## src/rtl/bus_select_arb.sv

```systemverilog
// Registered N:1 source selector for the shared internal data bus.
// Fixed-index or round-robin grant, valid/ready on every channel and on the output.
module bus_select_arb #(
    parameter int WIDTH  = 8,
    parameter int NUM_IN = 4,
    parameter int SEL_W  = 2,
    parameter int CNT_W  = 16
) (
    input  logic                    clk,
    input  logic                    rst,
    input  logic [NUM_IN*WIDTH-1:0] in_data,
    input  logic [NUM_IN-1:0]       in_valid,
    output logic [NUM_IN-1:0]       in_ready,
    input  logic                    mode,
    input  logic [SEL_W-1:0]        sel,
    output logic [WIDTH-1:0]        out_data,
    output logic                    out_valid,
    input  logic                    out_ready,
    output logic [SEL_W-1:0]        out_src,
    output logic [CNT_W-1:0]        xfer_count
);
    // Handshake: a beat moves on a rising edge where valid and ready are both high.
    // in_ready is a function of in_valid/mode/sel/rr_ptr/output state only, never of in_data.

    logic [WIDTH-1:0] r_out_data;
    logic             r_out_valid;
    logic [SEL_W-1:0] r_out_src;
    logic [CNT_W-1:0] r_xfer_count;
    logic [SEL_W-1:0] r_rr_ptr;

    logic             w_free;
    logic             w_grant_ok;
    logic [SEL_W-1:0] w_grant_idx;
    logic             w_xfer;
    logic [WIDTH-1:0] w_grant_data;
    logic [SEL_W-1:0] w_next_ptr;
    int               w_best_d;
    int               w_d;

    assign w_free = !r_out_valid || out_ready;

    always_comb begin
        w_grant_ok  = 1'b0;
        w_grant_idx = '0;
        w_best_d    = NUM_IN;
        w_d         = 0;
        if (!mode) begin
            for (int i = 0; i < NUM_IN; i++) begin
                if (sel == SEL_W'(i) && in_valid[i]) begin
                    w_grant_ok  = 1'b1;
                    w_grant_idx = SEL_W'(i);
                end
            end
        end else begin
            // Pick the valid channel with the smallest wrapped distance from the pointer.
            for (int i = 0; i < NUM_IN; i++) begin
                w_d = i - int'(r_rr_ptr);
                if (w_d < 0) w_d = w_d + NUM_IN;
                if (in_valid[i] && w_d < w_best_d) begin
                    w_best_d    = w_d;
                    w_grant_ok  = 1'b1;
                    w_grant_idx = SEL_W'(i);
                end
            end
        end
    end

    always_comb begin
        w_grant_data = '0;
        in_ready     = '0;
        for (int i = 0; i < NUM_IN; i++) begin
            if (w_grant_idx == SEL_W'(i)) begin
                w_grant_data = in_data[i*WIDTH +: WIDTH];
                in_ready[i]  = !rst && w_free && w_grant_ok;
            end
        end
    end

    assign w_xfer     = w_free && w_grant_ok;
    assign w_next_ptr = (int'(w_grant_idx) == NUM_IN - 1) ? '0 : w_grant_idx + 1'b1;

    always_ff @(posedge clk) begin
        if (rst) begin
            r_out_data   <= '0;
            r_out_valid  <= 1'b0;
            r_out_src    <= '0;
            r_xfer_count <= '0;
            r_rr_ptr     <= '0;
        end else if (w_xfer) begin
            r_out_data   <= w_grant_data;
            r_out_src    <= w_grant_idx;
            r_out_valid  <= 1'b1;
            r_xfer_count <= r_xfer_count + 1'b1;
            if (mode) r_rr_ptr <= w_next_ptr;
        end else if (out_ready) begin
            r_out_valid  <= 1'b0;
        end
    end

    assign out_data   = r_out_data;
    assign out_valid  = r_out_valid;
    assign out_src    = r_out_src;
    assign xfer_count = r_xfer_count;
endmodule

```

## config.mk

```make
export PLATFORM = sky130hd
export DESIGN_NAME = bus_select_arb
export DESIGN_NICKNAME = d
export VERILOG_FILES = /design/src/rtl/bus_select_arb.sv
export SDC_FILE = /design/constraint.sdc
export NUM_CORES = 1
export LEC_CHECK = 0
export BUFFER_PORTS_ARGS = -buffer_cell sky130_fd_sc_hd__buf_2
export CAP_MARGIN = 20
export CORE_UTILIZATION = 40
export DETAILED_ROUTE_END_ITERATION = 7
export HOLD_SLACK_MARGIN = 0.05
export PLACE_DENSITY_LB_ADDON = 0.3
export SYNTH_ARGS = -nofsm -noshare
export SYNTH_HDL_FRONTEND = slang
export SYNTH_SLANG_ARGS = --single-unit
```

## constraint.sdc

```tcl
create_clock -name clk -period 4.25 [get_ports clk]
set_clock_uncertainty 0.1 [all_clocks]
set_input_delay 0.6375 -clock clk [delete_from_list [all_inputs] [get_ports clk]]
set_output_delay 0.6375 -clock clk [all_outputs]
set_load 0.05 [all_outputs]
```

==> impl_metrics.env <==
export IMPL_synth_simple_area_share_pct=31.6
export IMPL_critical_path_top_delay_family="compound AO/OA/AOI/OAI gates"
export IMPL_initial_utilization_pct=42.9
export IMPL_crit_fanout=4
export IMPL_powerDensity_nw_per_um2=392
export IMPL_grtUsageTotal_pct=18.3
export IMPL_start_kind="input pin"
export IMPL_yosysSeqAreaShare_pct=30.0
export IMPL_fmax_mhz=246
export IMPL_wl_per_cell_um=13.0
export IMPL_p_total_mw=1.01
export IMPL_vias=1913
export IMPL_cts_made_buffers=5
export IMPL_fin_crit_ns=4.06
export IMPL_synth_most_common_cell="nor2_1"
export IMPL_synth_flop_cell="dfxtp_1"
export IMPL_critPathRequiredTime_ns=3.51
export IMPL_path_cells="buf_2, inv_4, nand2_1, o21ai_2, a21oi_2, ha_4, o22ai_2, o21ai_2, nor2_1, a21o_1, ha_1, nor2b_1, nand4_1, a31oi_4, inv_1, ha_1, and2_1, clkbuf_4"
export IMPL_yosys_register_bits=29
export IMPL_ys_async_sr_fraction_pct=0
export IMPL_synth_area_leaders="dfxtp_1 30%, nor2_1 6.4%, xor2_1 5.4%"
export IMPL_grt_pass1_wl_mm=7.37
export IMPL_tightest_slew_ns=0.678
export IMPL_io_buffers=72
export IMPL_path_clk_slew_ns=0.06
export IMPL_syn_to_final_growth_pct=33.3
export IMPL_synthTopCellsByCount="33 x nor2_1, 29 x dfxtp_1, 12 x nand2_1, 12 x nor2b_1, 12 x xor2_1"
export IMPL_final_util_pct=57.3
export IMPL_synth_xor_area_share_pct=6.79
export IMPL_crit_arrival_ns=3.32
export IMPL_cp_num_buf_inv=4
export IMPL_dieHeight_um=71.5
export IMPL_synth_area_mux_share_pct=1.81
export IMPL_grtUsageMet1_pct=21.7
export IMPL_final_setup_tns_ns=0
export IMPL_status="finished, final reports clean"
export IMPL_dr_pass1_iters=4
export IMPL_setup_viol=0
export IMPL_fin_area_um2=2580
export IMPL_met2_usage_pct=32.3
export IMPL_slew_viol_final=0
export IMPL_root_buffer="clkbuf_8"
export IMPL_die_area_um2=5120
export IMPL_drc_errors=0
export IMPL_ir_drop_mv=0.241
export IMPL_synth_cell_types=45
export IMPL_fin_crit_sh_pct=95.5
export IMPL_die_x_um=71.5
export IMPL_yosysTopAreaCell="dfxtp_1"
export IMPL_synth_top_area_share_pct=30.0
export IMPL_maxCapViolCount=0
export IMPL_synth_compound_area_share_pct=19.3
export IMPL_crit_type="in2out"
export IMPL_antenna_found_initial=0
export IMPL_num_nets_final=357
export IMPL_drt_iter0_markers=78
export IMPL_cts_buffer_depth=2
export IMPL_n_antenna_cell=0
export IMPL_synth_edf_count=0
export IMPL_syn_nets=283
export IMPL_synth_fa_ha_area_share_pct=4.53
export IMPL_drive_above_1_share_pct=40.8
export IMPL_slowest_stage="ha_4"
export IMPL_critPathMaxStageDelay_ns=0.28
export IMPL_num_rows=24
export IMPL_endpoint_kind="primary output"
export IMPL_io_pins=73
export IMPL_setup_ws_ns=0.192
export IMPL_placed_area_um2=2340
export IMPL_grt_pass1_vias=1708
export IMPL_p_leak_nw=1.11
export IMPL_insertion_delay_ns=0.28
export IMPL_place_hpwl_mm=3.41
export IMPL_via_per_inst=5.30
export IMPL_cts_max_level=2
export IMPL_hold_viol=0
export IMPL_maxSlewHeadroom_pct=54.8
export IMPL_synth_warnings=0
export IMPL_grt_start_max_net_pins=33
export IMPL_hold_path_class="reg2reg"
export IMPL_postSynthCellCount=234
export IMPL_grt_use_met3_pct=3.94
export IMPL_cts_tree="built"
export IMPL_synthesis_area_um2=1930
export IMPL_synth_area_per_cell_um2=8.27
export IMPL_clock_sinks=29
export IMPL_drtAntennaViolNets=0
export IMPL_drt_wl_total_mm=4.68
export IMPL_core_area_um2=4500
export IMPL_routabilityCongestion=0.823
export IMPL_grt_overflow=0
export IMPL_busiest_layer="met2"
export IMPL_pre_cts_slack_ns=-0.146
export IMPL_synth_top_family_by_area="simple AND/OR/NAND/NOR gates"
## logic make-up after synthesis
family                   count (synthesis)
AND/OR/NAND/NOR                        113
AO/OA/AOI/OAI                           44
flip-flops                              29
buffers and inverters                   23
XOR/XNOR                                15
adder cells (fa/ha/maj)                  7
multiplexers                             3
## state kept, by name, summed over array words and instances, names as in the netlist
name	cells
out_data	8
xfer_count	16
r_rr_ptr	2
out_valid	1
out_src	2
## cell usage in the layout (no fill, tap or decap), drive strengths merged
cell type | Yosys | final
buf | 7 | 79
nor2 | 33 | 33
dfxtp | 29 | 29
nor3 | 19 | 19
nand2 | 13 | 13
nor2b | 12 | 12
xor2 | 12 | 12
nand3 | 11 | 11
a211oi | 10 | 10
nand4 | 9 | 9
inv | 9 | 9
clkbuf | 7 | 9
a221oi | 8 | 8
a21oi | 7 | 7
ha | 7 | 7
o21ai | 5 | 5
and2 | 5 | 5
nand2b | 4 | 4
nand3b | 3 | 3
and3 | 3 | 3
xnor2 | 3 | 3
a311oi | 2 | 2
a31oi | 2 | 2
mux2i | 2 | 2
nor3b | 1 | 1
o21a | 1 | 1
o22ai | 1 | 1
o211ai | 1 | 1
mux2 | 1 | 1
a41o | 1 | 1
a21o | 1 | 1
a32oi | 1 | 1
o41ai | 1 | 1
a22oi | 1 | 1
a2111oi | 1 | 1
a31o | 1 | 1
bufinv | 0 | 1
## per-layer routing
layer,vias up,wire [um]
met5,-,0
met4,0,70
met3,5,157
met2,36,2400
met1,888,2050
li1,984,-
## what timing repair did
action	CTS	global route
pin swaps	3	7
hold buffers	0	0
buffers inserted	1	3
resized for setup	2	26
setup endpoints to repair	2	12
## report_power, final
group	internal (mW)	switching, mW	total (mW)
clock	0.191	0.102	0.293
sequential	0.296	0.0189	0.315
combinational	0.156	0.248	0.404
## layout make-up
type	count	area, um^2
clock buffer	7	86.3
clock inverter	1	30.0
tap	52	65.1
fill	435	1930
inverter	9	36.3
timing repair buffer	81	442
multi-input combinational	182	1330
sequential	29	588
## path summary, 6_finish.rpt
kind	startpoint	end	slack (ns)	cells after the start
min reg2reg	out_data[7]	out_data[7]	0.39	2
min	out_data[7]	out_data[7]	0.39	2
max	in_valid[0]	in_ready[0]	0.19	18
max reg2reg	r_rr_ptr[1]	out_data[4]	0.38	20
## tightest hold or removal path: stages (launching register included)
cell and delay (ns):
dfxtp_1 0.32, nor2_1 0.05, nor3_2 0.08
## through the flow
| stage | instances | hold WS, ns |
|---|---|---|
| 5_1_grt | 361 | 0.415 |
| 3_3_place_gp | 349 | 0.376 |
| 4_1_cts | 358 | 0.396 |
| 6_report | 361 | 0.387 |
| 3_5_place_dp | 349 | 0.382 |
| 2_1_floorplan | 234 | 0.389 |
Power figures use the tool's default switching activity.
